$ cat config.mk
export PLATFORM = sky130hd
export DESIGN_NAME = cpu6_memarb
export DESIGN_NICKNAME = d
export VERILOG_FILES = /design/src/rtl/cpu6_memarb.sv
export SDC_FILE = /design/constraint.sdc
export NUM_CORES = 1
export LEC_CHECK = 0
export BUFFER_PORTS_ARGS = -buffer_cell sky130_fd_sc_hd__clkbuf_2
export CAP_MARGIN = 20
export CORE_AREA = 2 2 117 119
export CTS_BUF_LIST = sky130_fd_sc_hd__clkbuf_4
export DETAILED_ROUTE_END_ITERATION = 12
export DIE_AREA = 0 0 119 121
export PLACE_DENSITY = 0.51
export SLEW_MARGIN = 10
export SYNTH_ARGS = -nofsm -noshare
export SYNTH_HDL_FRONTEND = slang
export SYNTH_SLANG_ARGS = --single-unit
$ cat constraint.sdc
create_clock -name clk -period 2.38 [get_ports clk]
set_input_delay 0.476 -clock clk [delete_from_list [all_inputs] [get_ports clk]]
set_output_delay 0.476 -clock clk [all_outputs]
set_load 0.05 [all_outputs]
$ cat src/rtl/cpu6_memarb.sv
`default_nettype none
// ============================================================================
//  Module   : cpu6_memarb
//  Purpose  : Two-requester arbiter/sequencer for the cpu6 synchronous-RAM
//             data port. Requester 0 is the core load/store path and
//             requester 1 is the DMA/debug master. Each access takes two
//             cycles (issue, then response). Ties are resolved by fixed core
//             priority or by round-robin. A wait counter forces a starved DMA
//             request to win.
//  Revision : 1.0  initial release
// ============================================================================
module cpu6_memarb #(
   parameter int XLEN      = 32,
   parameter int CORE_PRIO = 1,
   parameter int MAX_WAIT  = 8
) (
   input  logic            clk,
   input  logic            reset,
   input  logic            core_req,
   input  logic            core_we,
   input  logic [XLEN-1:0] core_addr,
   input  logic [XLEN-1:0] core_wdata,
   output logic            core_ack,
   output logic [XLEN-1:0] core_rdata,
   input  logic            dma_req,
   input  logic            dma_we,
   input  logic [XLEN-1:0] dma_addr,
   input  logic [XLEN-1:0] dma_wdata,
   output logic            dma_ack,
   output logic [XLEN-1:0] dma_rdata,
   output logic            mem_en,
   output logic            mem_we,
   output logic [XLEN-1:0] mem_addr,
   output logic [XLEN-1:0] mem_wdata,
   input  logic [XLEN-1:0] mem_rdata
);

   localparam logic [0:0] S_IDLE = 1'b0;
   localparam logic [0:0] S_RESP = 1'b1;

   localparam logic [7:0] c_MAX_WAIT = 8'(MAX_WAIT);

   logic [0:0] r_state;
   logic       r_gnt_dma;    // 1 = the access in flight belongs to DMA
   logic       r_gnt_we;     // the access in flight is a write
   logic       r_last_dma;   // last grant went to DMA (round-robin memory)
   logic [7:0] r_wait_cnt;   // arbitrations DMA lost while requesting

   logic w_any_req;
   logic w_dma_win;
   logic w_win_we;
   logic w_issue;
   logic w_resp;

   // Winner selection: starvation override first, then sole requester,
   // then the tie-break policy.
   always_comb begin
      w_any_req = core_req | dma_req;
      w_dma_win = 1'b0;
      if (dma_req) begin
         if (r_wait_cnt == c_MAX_WAIT) begin
            w_dma_win = 1'b1;
         end else if (!core_req) begin
            w_dma_win = 1'b1;
         end else if (CORE_PRIO == 0) begin
            w_dma_win = ~r_last_dma;
         end
      end
      w_win_we = w_dma_win ? dma_we : core_we;
      // Outputs are forced quiet while reset is held, even mid-access.
      w_issue  = (r_state == S_IDLE) && w_any_req && !reset;
      w_resp   = (r_state == S_RESP) && !reset;
   end

   // RAM port drive: the winner's command is presented in the issue cycle.
   always_comb begin
      mem_en    = 1'b0;
      mem_we    = 1'b0;
      mem_addr  = '0;
      mem_wdata = '0;
      if (w_issue) begin
         mem_en    = 1'b1;
         mem_we    = w_win_we;
         mem_addr  = w_dma_win ? dma_addr  : core_addr;
         mem_wdata = w_dma_win ? dma_wdata : core_wdata;
      end
   end

   // Response: one-cycle ack to the granted requester, read data only on reads.
   always_comb begin
      core_ack   = w_resp & ~r_gnt_dma;
      dma_ack    = w_resp &  r_gnt_dma;
      core_rdata = (core_ack && !r_gnt_we) ? mem_rdata : '0;
      dma_rdata  = (dma_ack  && !r_gnt_we) ? mem_rdata : '0;
   end

   // Sequencer state, grant record and DMA starvation counter.
   always_ff @(posedge clk) begin
      if (reset) begin
         r_state    <= S_IDLE;
         r_gnt_dma  <= 1'b0;
         r_gnt_we   <= 1'b0;
         r_last_dma <= 1'b1;
         r_wait_cnt <= 8'd0;
      end else begin
         case (r_state)
            S_IDLE: begin
               if (w_any_req) begin
                  r_state    <= S_RESP;
                  r_gnt_dma  <= w_dma_win;
                  r_gnt_we   <= w_win_we;
                  r_last_dma <= w_dma_win;
                  if (w_dma_win) begin
                     r_wait_cnt <= 8'd0;
                  end else if (dma_req && (r_wait_cnt < c_MAX_WAIT)) begin
                     r_wait_cnt <= r_wait_cnt + 8'd1;
                  end
               end
            end
            default: begin
               r_state <= S_IDLE;
            end
         endcase
      end
   end

endmodule
`default_nettype wire

==> summary.txt, run 1 <==
Route
  • Final ANT Viol Nets: 0
  • Routed len/inst: 13.7 µm
  • Via density: 4.09
  • Vias: 3368
  • DRC errors left: 0
  • Detailed Routing Iterations Pass 1: 5
  • DRT iter0 DRCs: 96
  • Total Wirelength: 11200 µm

Synth
  • EDFF count, synth: 0
  • Synthesized area: ~0.0024 mm²
  • Synth top area cells: a21oi_2 (22%), and2_1 (17%), nand2_2 (16%)
  • Synth cell types: 34
  • Synth top area share: approximately 22%
  • Synth top cells by count: nand2_1 (71), and2_1 (67), a21oi_2 (61)
  • Mapped Cells: 346
  • Count leader, synth: nand2_1
  • Ys flop type: dfxtp_1
  • Seq/Total Area, Yosys: under 10%
  • Yosys top cell by area: a21oi_2
  • Post-synth ARST share: 0%
  • Synthesized Nets: around 500
  • Synth warnings: 0
  • Syn Area/Cell: 6.97 µm²
  • Register bit count reported by yosys: 11

CTS
  • Max H-tree Level: 1
  • Skew-Pair Late Insertion Delay: 0.26 ns
  • CTS tree: yes
  • Number of buffers created by CTS: 3
  • Hold Buf Count CTS: 0
  • Bufs on Longest Clock Path: 2
  • Clock-pin transition on the worst setup and hold timing paths: 0.06 ns
  • Clock root buffer master: clkbuf_4
  • Clock Sinks: 11

STA
  • Worst-Margin Slew: between 0.2 and 0.3 ns
  • Setup TNS: -2.85 ns
  • Unrepaired setup endpoints after global routing: yes
  • Final Setup Violations: 63
  • Final hold viol count: 0
  • Slew margin rel.: between 80 and 90%
  • Max Slew Vio Count: 0
  • Fin crit period: 2.47 ns
  • Period utilization: 104%
  • Fmax: 405 MHz
  • Final WS setup: -0.0867 ns
  • Layout Skew: 0.00305 ns
  • Hold slack: 0.434 ns

Power and ir drop
  • Leakage: 2.63 nW
  • P per Cell Area: 274 mW/mm²
  • Internal: 732 µW
  • Seq pwr share: 13.4%
  • Sw frac: around 50%
  • Logic gate share of total power: 77.3%
  • Peak VDD IR: 0.143 mV
  • Clock Power Share: a little under a tenth
  • Switching power: between 700 and 800 µW
  • Tot Pwr: 1.45 mW

Place
  • DP Worst Slack: 0.0528 ns
  • HPWL Detailed: between 7000 and 8000 µm
  • Placed instance area: 0.00430 mm²
  • Placer Congestion: between 0.7 and 0.8
  • IO Port Bufs: 297

Floorplanning
  • Die W: between 100 and 150 µm
  • Height of the chip: 121 µm
  • Initial core utilization: between 10% and 20%
  • Core Region: 0.0131 mm²
  • Die area: 0.0144 mm²
  • I/O pins: 298
  • Site Rows: 42

Worst setup path
  • Setup crit end kind: primary output
  • Max FO, Critical Path: 14
  • Crit-path max cell delay: 0.33 ns
  • CP Cell Sequence: inv_2, ha_4, and4b_2, a21oi_4, buf_12, clkbuf_16, nand2_1, a21oi_2, buf_12
  • Crit Path Class: reg2out
  • Arr. time, crit path: around 2.0 ns
  • Worst Path Buf+Inv: 4
  • Crit-path leading delay family: buffers and inverters
  • Worst path slowest cell: dfxtp_2
  • CP Launch Type: flip-flop
  • Critical path data required time: roughly 1.9 ns
  • Most used cell, CP: buf_12

Global routing
  • Largest net degree at the start of global routing: 34
  • First-pass GRT wire length: 16300 µm
  • Initial antenna violation count: 0
  • Total gr overflow: 0
  • Vias in the first global route: 3187
  • Tot GR Track Use: 13.7%

Finish
  • Area grow syn2layout: 120%
  • Design area: 0.00531 mm²
  • Ant diodes: 0
  • Share of layout cells above drive strength 1: 77.0%
  • Fin nets: about 820

Outcome
  • Failing checks: negative setup slack
  • Status: complete, but fails checks

Flow run
  • Max-Cap Viols: 0

Min path
  • Worst Hold Class: in2reg
-- flip-flops by register name, indices dropped and copies added (netlist names) --
signal,cells
r_gnt_we,1
r_wait_cnt,8
r_state,1
r_gnt_dma,1
-- through the flow --
step           std cells  utilization, %
6_report             823            40.6
5_1_grt              823            40.6
4_1_cts              817            38.5
3_5_place_dp         803            32.8
3_3_place_gp         803            32.8
2_1_floorplan        346               -
-- timing repair --
item                       4_1_cts  5_1_grt
resized for setup              133       85
pin swaps                       21       25
buffers inserted                 6        5
setup endpoints to repair       65       65
gates cloned                     4        3
-- final timing paths --
check / start / end / slack, ns / cells after the start
setup reg to reg: r_wait_cnt[0] / r_wait_cnt[2] / 0.52 / 8
hold reg to reg: r_wait_cnt[5] / r_wait_cnt[5] / 0.49 / 1
setup / recovery: r_wait_cnt[0] / mem_wdata[31] / -0.09 / 9
hold / removal: reset / r_gnt_we / 0.43 / 2
-- worst register-to-register path: stages, from the launching register on --
cell	delay [ns]
dfxtp_2	0.33
inv_2	0.05
ha_4	0.15
and4b_2	0.25
a21o_4	0.29
buf_16	0.20
buf_4	0.15
nor4b_1	0.26
a211o_1	0.14
-- metal layers --
metal,routed length [µm],share of wire [%],up-vias,GRT usage (%)
met2,6090,54,141,26.0
met1,4490,40,1501,16.5
met3,602,5.4,8,1.55
met5,0,0,-,0
met4,67,0.60,0,2.68
li1,-,-,1718,-
-- placed cells by master, fill, tap and decap left out, drive strengths merged, types with 2 or more instances in the layout --
| master | Yosys | final |
|---|---|---|
| a21oi | 67 | 67 |
| buf | 19 | 88 |
| nor2b | 4 | 4 |
| nor2 | 8 | 8 |
| dfxtp | 11 | 11 |
| and2 | 67 | 67 |
| inv | 6 | 6 |
| clkbuf | 9 | 241 |
| o21a | 2 | 2 |
| ha | 2 | 2 |
| nand2 | 131 | 131 |
| nor3 | 3 | 3 |
-- power groups by stage --
stage / registers [mW] / clock network [mW] / logic (mW)
final: 0.195 / 0.135 / 1.12
after global routing: 0.196 / 0.152 / 1.19
after CTS: 0.195 / 0.143 / 1.05
after detailed placement: 0.199 / 0 / 0.908
after global placement: 0.199 / 0 / 0.908
after floorplan: 0.198 / 0 / 0.593
-- layout make-up --
cell class / instances / area, µm²
Timing Repair Buffer: 325 / 2660
Multi-Input combinational cell: 301 / 2160
Sequential cell: 11 / 224
Clock buffer: 4 / 30.0
Tap cell: 176 / 220
Inverter: 6 / 22.5
Fill cell: 1315 / 7780
-- kinds of logic after synthesis --
group / count (synthesis) / synth area share [%]
and+or+nand+nor: 221 / 50.3
muxes: 2 / 0.882
AOI/OAI and AO/OA: 76 / 26.9
DFF: 11 / 9.13
buffers and inverters: 34 / 11.8
adders and majority gates: 2 / 1.04
No activity file was read; power rests on OpenSTA's default activity.
==> inputs of run 2 (changes only) <==
Settings changed: PLACE_DENSITY 0.51 to 0.52, REMOVE_ABC_BUFFERS set to 1.
==> run 2 against run 1 <==
  * The run still ends with negative setup slack left
  * Utilization is 3.8 points higher
  * Global-route usage is 2.6 points higher
  * Via count is 4.1% higher
  * Register-to-register slack worse by 0.02 ns
  * Largest power group unchanged
==> summary.txt, run 2 (synthesis gave the netlist of run 1 again) <==
Finish
  • Share of layout cells above drive strength 1: 79.7% (+2.8 points)
  • Fin nets: 825 (+1.1%)
  • Area grow syn2layout: 141%
  • Most common cell after layout, fill and taps aside: clkbuf_2
  • Filler cells: 1261 (-4.1%)
  • Non-filler cells, final: 832 (+1.1%)
  • Ant diodes: 0 (unchanged)
  • Max reg flops: 8 (unchanged)
  • Most flops, register: r_wait_cnt
  • Commonest non-fill, non-tap cells in the layout: clkbuf_2 (232), nand2_2 (76), and2_1 (67)

Worst setup path
  • Max FO, Critical Path: 13 (-1)
  • R2R Path End: r_gnt_we
  • Reg2reg setup slack: 0.50 ns (-0.02 ns)
  • Critical path data required time: 1.90 ns (about the same)
  • CP Launch Type: flip-flop
  • Arr. time, crit path: 2.08 ns (+0.09 ns)
  • Reg2Reg Launch Point: r_wait_cnt[5]
  • Setup crit end kind: primary output
  • Reg2reg path depth: 9 (+1)
  • Crit Path Class: reg2out

Outcome
  • Status: complete, but fails checks
  • Failing checks: negative setup slack

Floorplanning
  • Die area: 0.0144 mm² (unchanged)
  • Initial core utilization: 18.4% (unchanged)
  • Core Region: 0.0131 mm² (unchanged)
  • I/O pins: 298 (unchanged)
  • Height of the chip: 121 µm (unchanged)
  • Die W: 119 µm (unchanged)
  • Site Rows: 42 (unchanged)

STA
  • Slew margin rel.: 78.1% (-3.2 points)
  • Period utilization: 107% (+3.8 points)
  • Unrepaired setup endpoints after global routing: yes
  • Final Setup Violations: 65 (+3.2%)
  • Setup TNS: -7.14 ns (-4.29 ns)
  • Hold slack: 0.447 ns (+0.0132 ns)
  • Max Slew Vio Count: 0 (unchanged)
  • Fmax: 391 MHz (-3.5%)
  • Layout Skew: 0.00302 ns (-0.0000316 ns)
  • Final hold viol count: 0 (unchanged)
  • Worst-Margin Slew: 0.328 ns (+0.0514 ns)
  • Final WS setup: -0.176 ns (-0.0896 ns)
  • Fin crit period: 2.56 ns (+0.0896 ns)

Flow run
  • Max-Cap Viols: 0 (unchanged)

Global routing
  • Tot GR Track Use: 16.3% (+2.6 points)
  • Total gr overflow: 0 (unchanged)
  • Largest net degree at the start of global routing: 34 (unchanged)
  • Initial antenna violation count: 0 (unchanged)
  • Vias in the first global route: 3493 (+9.6%)
  • First-pass GRT wire length: 18800 µm (+15%)

CTS
  • Number of buffers created by CTS: 3 (unchanged)
  • Hold Buf Count CTS: 0 (unchanged)
  • Clock-pin transition on the worst setup and hold timing paths: 0.07 ns (about the same)
  • Skew-Pair Late Insertion Delay: 0.27 ns (about the same)
  • Clock Sinks: 11 (unchanged)
  • Max H-tree Level: 1 (unchanged)
  • CTS tree: yes
  • Clock root buffer master: clkbuf_4
  • Bufs on Longest Clock Path: 2 (unchanged)

Place
  • Placer Congestion: 0.789 (+8.6%)
  • IO Port Bufs: 297 (unchanged)
  • HPWL Detailed: 9120 µm (+16%)
  • Placed Cells: 807 (+0.50%)

Route
  • DRC errors left: 0 (unchanged)
  • Routed len/inst: 15.7 µm (+15%)
  • DRT iter0 DRCs: 108 (+13%)
  • Via density: 4.21 (+2.9%)
  • Detailed Routing Iterations Pass 1: 4 (-1)
  • Total Wirelength: 13000 µm (+16%)
  • Final ANT Viol Nets: 0 (unchanged)
  • Vias: 3505 (+4.1%)

Min path
  • Min-Delay Path Depth: 2 (unchanged)
  • Hold Path Sink: r_gnt_dma
  • Hold wc startpoint: reset
  • Worst Hold Class: in2reg

Power and ir drop
  • Leakage: 2.81 nW (+6.7%)
  • Tot Pwr: 1.58 mW (+8.7%)
  • P per Cell Area: 272 mW/mm² (-0.73%)
  • Peak VDD IR: 0.116 mV (-19%)
## run 2: metal layers
layer | GRT usage [%] | up-vias | wire length (µm) | part of all wire (%)
met3 | 2.54 | 10 | 911 | 7.0
met2 | 32.3 | 189 | 7010 | 54
li1 | - | 1735 | - | -
met5 | 0 | - | 0 | 0
met4 | 1.56 | 0 | 95 | 0.73
met1 | 18.8 | 1571 | 5010 | 38
## run 2: worst max-delay path, stage by stage, from the launching register on
cell,delay [ns]
dfxtp_2,0.34
inv_2,0.04
ha_4,0.14
and4b_2,0.25
a21oi_4,0.23
buf_6,0.19
buf_16,0.16
nand2_1,0.09
a21oi_2,0.19
buf_8,0.17
## run 2: timing repair
action                     CTS  global route
pin swaps                   26            48
resized for setup          132           117
gates cloned                 6             2
buffers inserted            12             1
setup endpoints to repair   65            65
## run 2: stage by stage
step           util, %  area (µm²)  worst slack, ns
3_5_place_dp      34.3        4490           0.0191
3_3_place_gp      34.3        4490           0.0380
4_1_cts           40.7        5330           -0.135
5_1_grt           44.4        5810           -0.268
6_report          44.4        5810           -0.176
2_1_floorplan        -        2150            -1.47
## run 2: how the worst max path moves through the flow
stage,slack [ns],to,from,cells past startpoint
after floorplan,-1.47,mem_en,core_req,3
after global placement,0.04,mem_addr[13],dma_req,7
after detailed placement,0.02,mem_addr[6],dma_req,7
after CTS,-0.13,mem_addr[29],r_wait_cnt[0],9
after global routing,-0.27,mem_addr[31],r_wait_cnt[0],9
final,-0.18,mem_addr[31],r_wait_cnt[1],9
## run 2: cell type report
type	count	area, µm²	area share, %
Timing Repair Buffer	334	2850	49.0
Multi-Input combinational cell	301	2460	42.4
Sequential cell	11	226	3.90
Tap cell	176	220	3.79
Clock buffer	4	30.0	0.517
Inverter	6	22.5	0.388
## run 2: power by group
group / switching [mW] / leakage (nW) / internal, mW
Clock: 0.0648 / 0.0184 / 0.0765
Sequential: 0.00544 / 0.0912 / 0.189
Combinational: 0.725 / 2.70 / 0.520
Total: 0.796 / 2.81 / 0.785
